<file path="src/rtl/clock_divider_pkg.sv">
// ---------------------------------------------------------------------------
// clock_divider_pkg
// Shared constants and helper functions for the multi-channel clock divider.
//   DEF_W    : default divisor/counter width
//   DEF_DIV  : default divisor loaded at reset
//   MAX_W    : widest divisor the helper functions handle (W must not exceed it)
//   ceil_half: ceil(div/2) without overflow
//   clamp_div: maps a zero divisor to one
// ---------------------------------------------------------------------------
package clock_divider_pkg;

   localparam int DEF_W   = 32;
   localparam int DEF_DIV = 100;
   localparam int MAX_W   = 64;

   // (div >> 1) + div[0] never overflows, unlike (div + 1) >> 1
   function automatic logic [MAX_W-1:0] ceil_half(input logic [MAX_W-1:0] div);
      return (div >> 1) + {{(MAX_W-1){1'b0}}, div[0]};
   endfunction

   // A divisor of zero has no meaning; treat it as divide-by-one
   function automatic logic [MAX_W-1:0] clamp_div(input logic [MAX_W-1:0] div);
      return (div == '0) ? {{(MAX_W-1){1'b0}}, 1'b1} : div;
   endfunction

endpackage

</file>
<file path="src/rtl/clock_divider_ch.sv">
// ---------------------------------------------------------------------------
// clock_divider_ch
// One divider channel: a period counter with an active divisor and a shadow
// divisor that is transferred at the period boundary so rate changes never
// produce a runt pulse on the divided clock.
// Ports:
//   clk     : system clock, rising edge
//   rst     : synchronous reset, active high
//   en      : count enable
//   wr      : divisor write strobe for this channel
//   wr_val  : divisor value to write (0 is treated as 1)
//   sync    : phase-align strobe (only with CLOCK_DIVIDER_SYNC_EN defined)
//   tick    : one-cycle pulse at the start of each period
//   div_clk : divided clock, high for ceil(div/2) of every div cycles
// Optional feature macro: CLOCK_DIVIDER_SYNC_EN
// ---------------------------------------------------------------------------
module clock_divider_ch
   import clock_divider_pkg::*;
#(
   parameter int          W       = DEF_W,
   parameter int unsigned DEF_DIV = clock_divider_pkg::DEF_DIV
) (
   input  logic         clk,
   input  logic         rst,
   input  logic         en,
   input  logic         wr,
   input  logic [W-1:0] wr_val,
`ifdef CLOCK_DIVIDER_SYNC_EN
   input  logic         sync,
`endif
   output logic         tick,
   output logic         div_clk
);

   logic [W-1:0] cnt;
   logic [W-1:0] div_act;
   logic [W-1:0] shadow;
   logic         pending;

   logic [W-1:0] val;
   logic [W-1:0] half;
   logic [W-1:0] cnt_nxt;
   logic         wrap;

   // Combinational helpers: clamped write value, the high-phase length of the
   // current divisor, the incremented count and the end-of-period flag.
   // cnt never exceeds div_act-1, so cnt+1 cannot overflow W bits.
   always_comb begin
      val     = W'(clamp_div(MAX_W'(wr_val)));
      half    = W'(ceil_half(MAX_W'(div_act)));
      cnt_nxt = cnt + W'(1);
      wrap    = (cnt == (div_act - W'(1)));
   end

   // Channel state. Priority: reset, then sync (if built in), then a write to
   // a stopped channel (applied at once, counter restarts), then normal
   // counting where a write to a running channel is parked in the shadow
   // register until the wrap. A write landing exactly on the wrap edge skips
   // the shadow and takes effect at that wrap.
   always_ff @(posedge clk) begin
      if (rst) begin
         cnt     <= '0;
         div_act <= W'(DEF_DIV);
         shadow  <= '0;
         pending <= 1'b0;
         tick    <= 1'b0;
         div_clk <= 1'b0;
      end
`ifdef CLOCK_DIVIDER_SYNC_EN
      else if (sync) begin
         cnt     <= '0;
         tick    <= 1'b1;
         div_clk <= 1'b1;
         if (wr && !en) begin
            div_act <= val;
            pending <= 1'b0;
         end else if (pending) begin
            div_act <= shadow;
            pending <= 1'b0;
         end
      end
`endif
      else if (wr && !en) begin
         div_act <= val;
         cnt     <= '0;
         pending <= 1'b0;
         tick    <= 1'b0;
      end else if (en) begin
         if (wrap) begin
            cnt     <= '0;
            tick    <= 1'b1;
            div_clk <= 1'b1;
            if (wr) begin
               div_act <= val;
               pending <= 1'b0;
            end else if (pending) begin
               div_act <= shadow;
               pending <= 1'b0;
            end
         end else begin
            cnt  <= cnt_nxt;
            tick <= 1'b0;
            if (cnt_nxt == half) begin
               div_clk <= 1'b0;
            end
            if (wr) begin
               shadow  <= val;
               pending <= 1'b1;
            end
         end
      end else begin
         tick <= 1'b0;
      end
   end

endmodule

</file>
<file path="src/rtl/clock_divider_multi.sv">
// ---------------------------------------------------------------------------
// clock_divider_multi
// Multi-channel runtime-programmable clock prescaler. Each of NCH channels
// produces a one-cycle tick and a near-50% divided clock from clk_i; the
// divisors are written through one shared port addressed by sel_i.
// Ports:
//   clk_i  : system clock, rising edge
//   rst_i  : synchronous reset, active high
//   en_i   : per-channel count enable
//   load_i : divisor write strobe (one cycle)
//   sel_i  : channel index for the write; indices >= NCH are ignored
//   div_i  : divisor value for the write (0 is treated as 1)
//   sync_i : phase-align all channels (only with CLOCK_DIVIDER_SYNC_EN)
//   tick_o : per-channel period tick
//   clk_o  : per-channel divided clock
// Optional feature macro: CLOCK_DIVIDER_SYNC_EN
// ---------------------------------------------------------------------------
module clock_divider_multi
   import clock_divider_pkg::*;
#(
   parameter int          NCH     = 2,
   parameter int          W       = DEF_W,
   parameter int unsigned DEF_DIV = clock_divider_pkg::DEF_DIV
) (
   input  logic                                    clk_i,
   input  logic                                    rst_i,
   input  logic [NCH-1:0]                          en_i,
   input  logic                                    load_i,
   input  logic [((NCH > 1) ? $clog2(NCH) : 1)-1:0] sel_i,
   input  logic [W-1:0]                            div_i,
`ifdef CLOCK_DIVIDER_SYNC_EN
   input  logic                                    sync_i,
`endif
   output logic [NCH-1:0]                          tick_o,
   output logic [NCH-1:0]                          clk_o
);

   localparam int SW = (NCH > 1) ? $clog2(NCH) : 1;

   // One channel per enable bit. The write strobe is decoded by exact index
   // match, so an out-of-range sel_i matches no channel and is dropped.
   for (genvar c = 0; c < NCH; c++) begin : g_ch
      logic wr;

      assign wr = load_i && (sel_i == SW'(c));

      clock_divider_ch #(
         .W       (W),
         .DEF_DIV (DEF_DIV)
      ) u_ch (
         .clk     (clk_i),
         .rst     (rst_i),
         .en      (en_i[c]),
         .wr      (wr),
         .wr_val  (div_i),
`ifdef CLOCK_DIVIDER_SYNC_EN
         .sync    (sync_i),
`endif
         .tick    (tick_o[c]),
         .div_clk (clk_o[c])
      );
   end

endmodule

</file>
<file path="config.mk">
export PLATFORM = sky130hd
export DESIGN_NAME = clock_divider_multi
export DESIGN_NICKNAME = d
export VERILOG_FILES = /design/src/rtl/clock_divider_pkg.sv /design/src/rtl/clock_divider_ch.sv /design/src/rtl/clock_divider_multi.sv
export SDC_FILE = /design/constraint.sdc
export NUM_CORES = 1
export LEC_CHECK = 0
export ABC_AREA = 1
export ABC_CLOCK_PERIOD_IN_PS = 2500
export CAP_MARGIN = 20
export CORE_AREA = 3 3 135 234
export CTS_CLUSTER_DIAMETER = 80
export CTS_CLUSTER_SIZE = 16
export DETAILED_ROUTE_END_ITERATION = 16
export DIE_AREA = 0 0 138 237
export GPL_ROUTABILITY_DRIVEN = 0
export PLACE_DENSITY = 0.85
export SLEW_MARGIN = 0
export SYNTH_ARGS = -nofsm -noshare
export SYNTH_HDL_FRONTEND = slang
export SYNTH_SLANG_ARGS = --single-unit
export TNS_END_PERCENT = 5
</file>
<file path="constraint.sdc">
create_clock -name clk_i -period 2.5 [get_ports clk_i]
set_clock_uncertainty 0.15 [all_clocks]
set_input_delay 0.5 -clock clk_i [delete_from_list [all_inputs] [get_ports clk_i]]
set_output_delay 0.5 -clock clk_i [all_outputs]
set_load 0.005 [all_outputs]
</file>
==> results of run 1 <==
## layer usage
layer | global-route usage [%] | overflow
met1 | 44.7 | 0
met2 | 77.3 | 5
met5 | 3.16 | 0
met4 | 54.2 | 6
met3 | 23.7 | 0
## kinds of logic after synthesis
logic type | Yosys count
xor gates and xnor gates | 123
and+or+nand+nor | 2107
adders and majority gates | 8
DFF | 198
buffers and inverters | 498
AOI/OAI and AO/OA | 221
## what timing repair did
action                                  CTS
pin swaps                                33
buffers inserted                         19
endpoints found under the setup margin  198
resized for setup                       165
gates cloned                              6
## per-stage QoR
| step | setup WS (ns) | hold WS [ns] |
|---|---|---|
| 2_1_floorplan | 0.00389 | 0.274 |
| 3_3_place_gp | -0.342 | 0.287 |
| 3_5_place_dp | -0.404 | 0.316 |
| 4_1_cts | -0.207 | 0.327 |
==> out/results.ini, run 1 <==
[yosys]
syn_avg_cell_area_um2 = 5.46
syn-num-nets = 3201
synth.most_common_cell = nand2_1
synth_ff_type = dfxtp_1
synth-edff-count = 0
synth_area_um2 = 17200
yosys-top-cells-count = 1057 x nand2_1, 534 x nor2_1, 345 x inv_1
synth_compound_area_share_pct = 6.53
synth_xor_area_share_pct = 6.25
yosysTopAreaCell = nand2_1
yosysWarnings = 0
seq_area_frac_synth_pct = 23.0
ys_ff_latch = 198
synthSimpleGateAreaFrac_pct = 52.0
ys_types = 40
synth_top_family_by_area = simple AND/OR/NAND/NOR gates
synth_area_leaders = nand2_1 23%, dfxtp_1 23%, nor2_1 12%
synthMuxAreaShare_pct = 0
yosys.area_share.adder_pct = 0.581
ys_async_sr_fraction_pct = 0
syn_inst = 3155
yosysTopAreaCellShare_pct = 23.0

[global_routing]
track_usage_pct = 49.8
grt_pass1_wl_mm = 130
overflow = 11
grt_pass1_vias = 24621
grt_max_degree = 66

[floorplan]
fp.dieH_um = 237
start_util_pct = 57.3
chipWidth_um = 138
ioPinCount = 42
rows = 84

[clocking]
ctsHoldBuffers = 0
cts_root_buffer = clkbuf_16
h-tree-depth = 4
clock_sinks = 198
clockBufferDepth = 2
cts_buffers = 17

[run_status]
first-error = [ERROR GRT-0116] Global routing finished with congestion. Check the congestion regions in the DRC Viewer.
status = stopped before the end
haltStage = 5_1_grt

[placed_design]
dp_cells = 3890
placed_cell_area_um2 = 21000
hpwl_mm = 54.5
port_buffers = 41

==> run 2: changes to the inputs <==
--- a/config.mk
+++ b/config.mk
@@ -6,15 +6,13 @@
 export NUM_CORES = 1
 export LEC_CHECK = 0
 export ABC_AREA = 1
-export ABC_CLOCK_PERIOD_IN_PS = 2500
+export ABC_CLOCK_PERIOD_IN_PS = 3200
 export CAP_MARGIN = 20
-export CORE_AREA = 3 3 135 234
-export CTS_CLUSTER_DIAMETER = 80
-export CTS_CLUSTER_SIZE = 16
+export CORE_AREA = 3 3 212 214
 export DETAILED_ROUTE_END_ITERATION = 16
-export DIE_AREA = 0 0 138 237
+export DIE_AREA = 0 0 215 217
 export GPL_ROUTABILITY_DRIVEN = 0
-export PLACE_DENSITY = 0.85
+export PLACE_DENSITY_LB_ADDON = 0.15
 export SLEW_MARGIN = 0
 export SYNTH_ARGS = -nofsm -noshare
 export SYNTH_HDL_FRONTEND = slang
==> constraint.sdc (replaced) <==
create_clock -name clk_i -period 3.2 [get_ports clk_i]
set_clock_uncertainty 0.15 [all_clocks]
set_input_delay 0.64 -clock clk_i [delete_from_list [all_inputs] [get_ports clk_i]]
set_output_delay 0.64 -clock clk_i [all_outputs]
set_load 0.005 [all_outputs]
==> run 2 against run 1 <==
Against the previous run: the run now ends clean; area after synthesis stayed put; synthesized cell count stayed put.
==> out/results.ini, run 2 <==
[timing]
setup_ws_ns = 0.178
timing.final.crit_period_ns = 3.02
max_freq_mhz = 331
slew_headroom_pct = 45.9
slew_viol_final = 0
rsz0062_at_grt = true
worstMarginPinSlew_ns = 0.804
hold_viol_final = 0
period_share_pct = 94.4
finalSetupViolCount = 0

[detailed_routing]
final_antenna_net_count = 0
top_layer = met4
drt_iter0_markers = 2153
dr.pass1.iters = 6
wire_per_inst_um = 17.0
wl_met3_mm = 5.12
vias = 19511
viasPerCell = 5.19
finalWirelength_mm = 63.7
wl_met1_mm = 28.3
wl_met2_mm = 27.9
drc = 0

[global_routing]
overflow = 0
track_usage_pct = 27.2
grt_pass1_vias = 17781
grt_pass1_wl_mm = 100
antenna_found_initial = 0
grt_max_degree = 71

[power]
switching_share_pct = 35.5
clkPwrFrac_pct = 36.1
p_leak_uw = 0.00918
combPwrFrac_pct = 21.5
vdd_drop_max_mv = 0.307
power_density_nw_per_um2 = 329
intPower_uw = 4060
seq_power_share_pct = 42.4
p_sw_uw = 2240

[critical_path]
reg2reg_depth = 16
worstPathMaxFanout = 70
end_kind = flop
arrival_ns = 3.28
crit_type = reg2reg
r2r-end = g_ch[1].u_ch.shadow[4]
r2r-start = g_ch[1].u_ch.div_act[1]
cp-start-kind = flop
reg2reg_setup_slack_ns = 0.18
cp.required_ns = 3.46

[yosys]
syn-num-nets = 3201  ; unchanged
yosysTopAreaCell = nand2_1
synth_area_um2 = 17200  ; unchanged
yosys-top-cells-count = 1057 x nand2_1, 534 x nor2_1, 345 x inv_1
ys_types = 40  ; unchanged
syn_inst = 3155  ; unchanged
yosysTopAreaCellShare_pct = 23.0  ; unchanged
ys_async_sr_fraction_pct = 0  ; unchanged
synth-edff-count = 0  ; unchanged
ys_ff_latch = 198  ; unchanged
synth_area_leaders = nand2_1 23%, dfxtp_1 23%, nor2_1 12%
synth.most_common_cell = nand2_1
synth_ff_type = dfxtp_1
yosysWarnings = 0  ; unchanged
seq_area_frac_synth_pct = 23.0  ; unchanged
syn_avg_cell_area_um2 = 5.46  ; unchanged

[worst_hold_path]
min_path_cells = 2
min_from = g_ch[1].u_ch.pending
holdPathEnd = g_ch[1].u_ch.pending
hold_path_class = reg2reg

[cells_and_area]
fin_util_pct = 44.4
layout.nets = 3204
reg.largest.list = g_ch.u_ch.cnt x64, g_ch.u_ch.div_act x64, g_ch.u_ch.shadow x64
areaGrowthSynthToFinish_pct = 11.1
antenna_cells = 0
drive_above_1_share_pct = 6.91
final_cell_mix = 1054 x nand2_1, 524 x nor2_1, 344 x inv_1, 305 x nand3_1, 197 x dfxtp_1
final_common_cell = nand2_1
fillers = 4767

[run]
cap_violations = 0

[floorplan]
fp.dieArea_um2 = 46700
rows = 76  ; -9.5%
fp.dieH_um = 217  ; -8.4%
chipWidth_um = 215  ; +56%
coreArea_um2 = 43100
ioPinCount = 42  ; unchanged
start_util_pct = 40.0  ; -17 points

[placed_design]
hpwl_mm = 50.8  ; -6.7%
port_buffers = 41  ; unchanged
pre_cts_slack_ns = 0.0242  ; +0.428 ns

[clocking]
h-tree-depth = 4  ; unchanged
cts_root_buffer = clkbuf_16
post-cts-setup-buffers = 0  ; -19
clockBufferDepth = 2  ; unchanged
cts_buffers = 17  ; unchanged
clock_latency_ns = 0.52
clock_sinks = 198  ; unchanged
clkTransAtPathRegs_ns = 0.09
cts_tree = yes

[run_status]
status = finished, final reports clean

-- run 2: critical path, stage by stage (launching register included) --
cell,delay (ns)
dfxtp_1,0.34
inv_1,0.08
ha_2,0.23
nand2_1,0.08
nor2_2,0.14
nand2_1,0.13
nor2_4,0.19
nand3_1,0.16
nand3_2,0.15
nand2_1,0.06
nor2_1,0.18
nand3_1,0.12
nor2_2,0.18
nand2_2,0.14
buf_12,0.19
a21oi_1,0.21
nor2_1,0.07
-- run 2: metrics by stage --
stage | instance area (um^2) | hold WS (ns) | power [uW] | std cells | TNS, ns
finish | 19100 | 0.312 | 6290 | 3756 | 0
global route | 19100 | 0.347 | 6610 | 3756 | -0.00231
CTS | 19100 | 0.316 | 6320 | 3755 | 0
detailed placement | 18400 | 0.303 | 4050 | 3723 | 0
global placement | 18400 | 0.297 | 4040 | 3723 | 0
floorplan | 17200 | 0.274 | 3600 | 3155 | 0
-- run 2: cell families after synthesis --
group | share of synthesized area, %
compound gates | 6.53
flops | 23.0
xor+xnor | 6.25
fa+ha+maj | 0.581
buf+inv | 11.7
simple gates | 52.0
-- run 2: final cells by class --
class	instances	area (um^2)	area share, %
inverter	363	1370	7.13
sequential	198	3970	20.7
multi-input combinational	2459	11300	59.2
timing repair buffer	119	1130	5.90
clock inverter	15	183	0.955
tap	585	732	3.83
clock buffer	17	425	2.22
-- run 2: how the worst max path moves through the flow --
| stage | startpoint | slack, ns | end |
|---|---|---|---|
| 2_1_floorplan | g_ch[0].u_ch.div_act[0] | 0.67 | g_ch[0].u_ch.div_act[21] |
| 3_3_place_gp | g_ch[1].u_ch.div_act[1] | 0.14 | g_ch[1].u_ch.shadow[27] |
| 3_5_place_dp | g_ch[1].u_ch.div_act[0] | 0.02 | g_ch[1].u_ch.shadow[20] |
| 4_1_cts | g_ch[0].u_ch.div_act[0] | 0.006 | g_ch[0].u_ch.cnt[28] |
| 5_1_grt | g_ch[1].u_ch.div_act[1] | -0.002 | g_ch[1].u_ch.div_clk |
| 6_report | g_ch[1].u_ch.div_act[1] | 0.18 | g_ch[1].u_ch.shadow[4] |
-- run 2: timing repair --
item                                    CTS  global route
hold buffers                              0             0
endpoints found under the setup margin    0           101
endpoints found under the hold margin     0             0
gates resized for setup                   0            19
-- run 2: power by group through the flow --
stage / clock network (uW) / logic [uW] / registers (uW)
4_1_cts: 2330 / 1330 / 2670
3_5_place_dp: 0 / 1320 / 2730
3_3_place_gp: 0 / 1310 / 2720
2_1_floorplan: 0 / 941 / 2660
5_1_grt: 2420 / 1510 / 2680
6_report: 2270 / 1350 / 2670
-- run 2: routing by layer --
metal  track usage (%)  vias to the layer above
met1              37.2                     8801
met2              43.1                      783
met3              4.17                      112
li1                  -                     9815
met5                 0                        -
met4              10.9                        0
Power figures use the tool's default switching activity.
==> run 3: changes to the inputs <==
--- a/config.mk
+++ b/config.mk
@@ -9,6 +9,7 @@
 export ABC_CLOCK_PERIOD_IN_PS = 3200
 export CAP_MARGIN = 20
 export CORE_AREA = 3 3 212 214
+export CTS_CLUSTER_SIZE = 30
 export DETAILED_ROUTE_END_ITERATION = 16
 export DIE_AREA = 0 0 215 217
 export GPL_ROUTABILITY_DRIVEN = 0
==> results of run 3 <==
Final layout, timing and power as in run 2 (identical DEF).
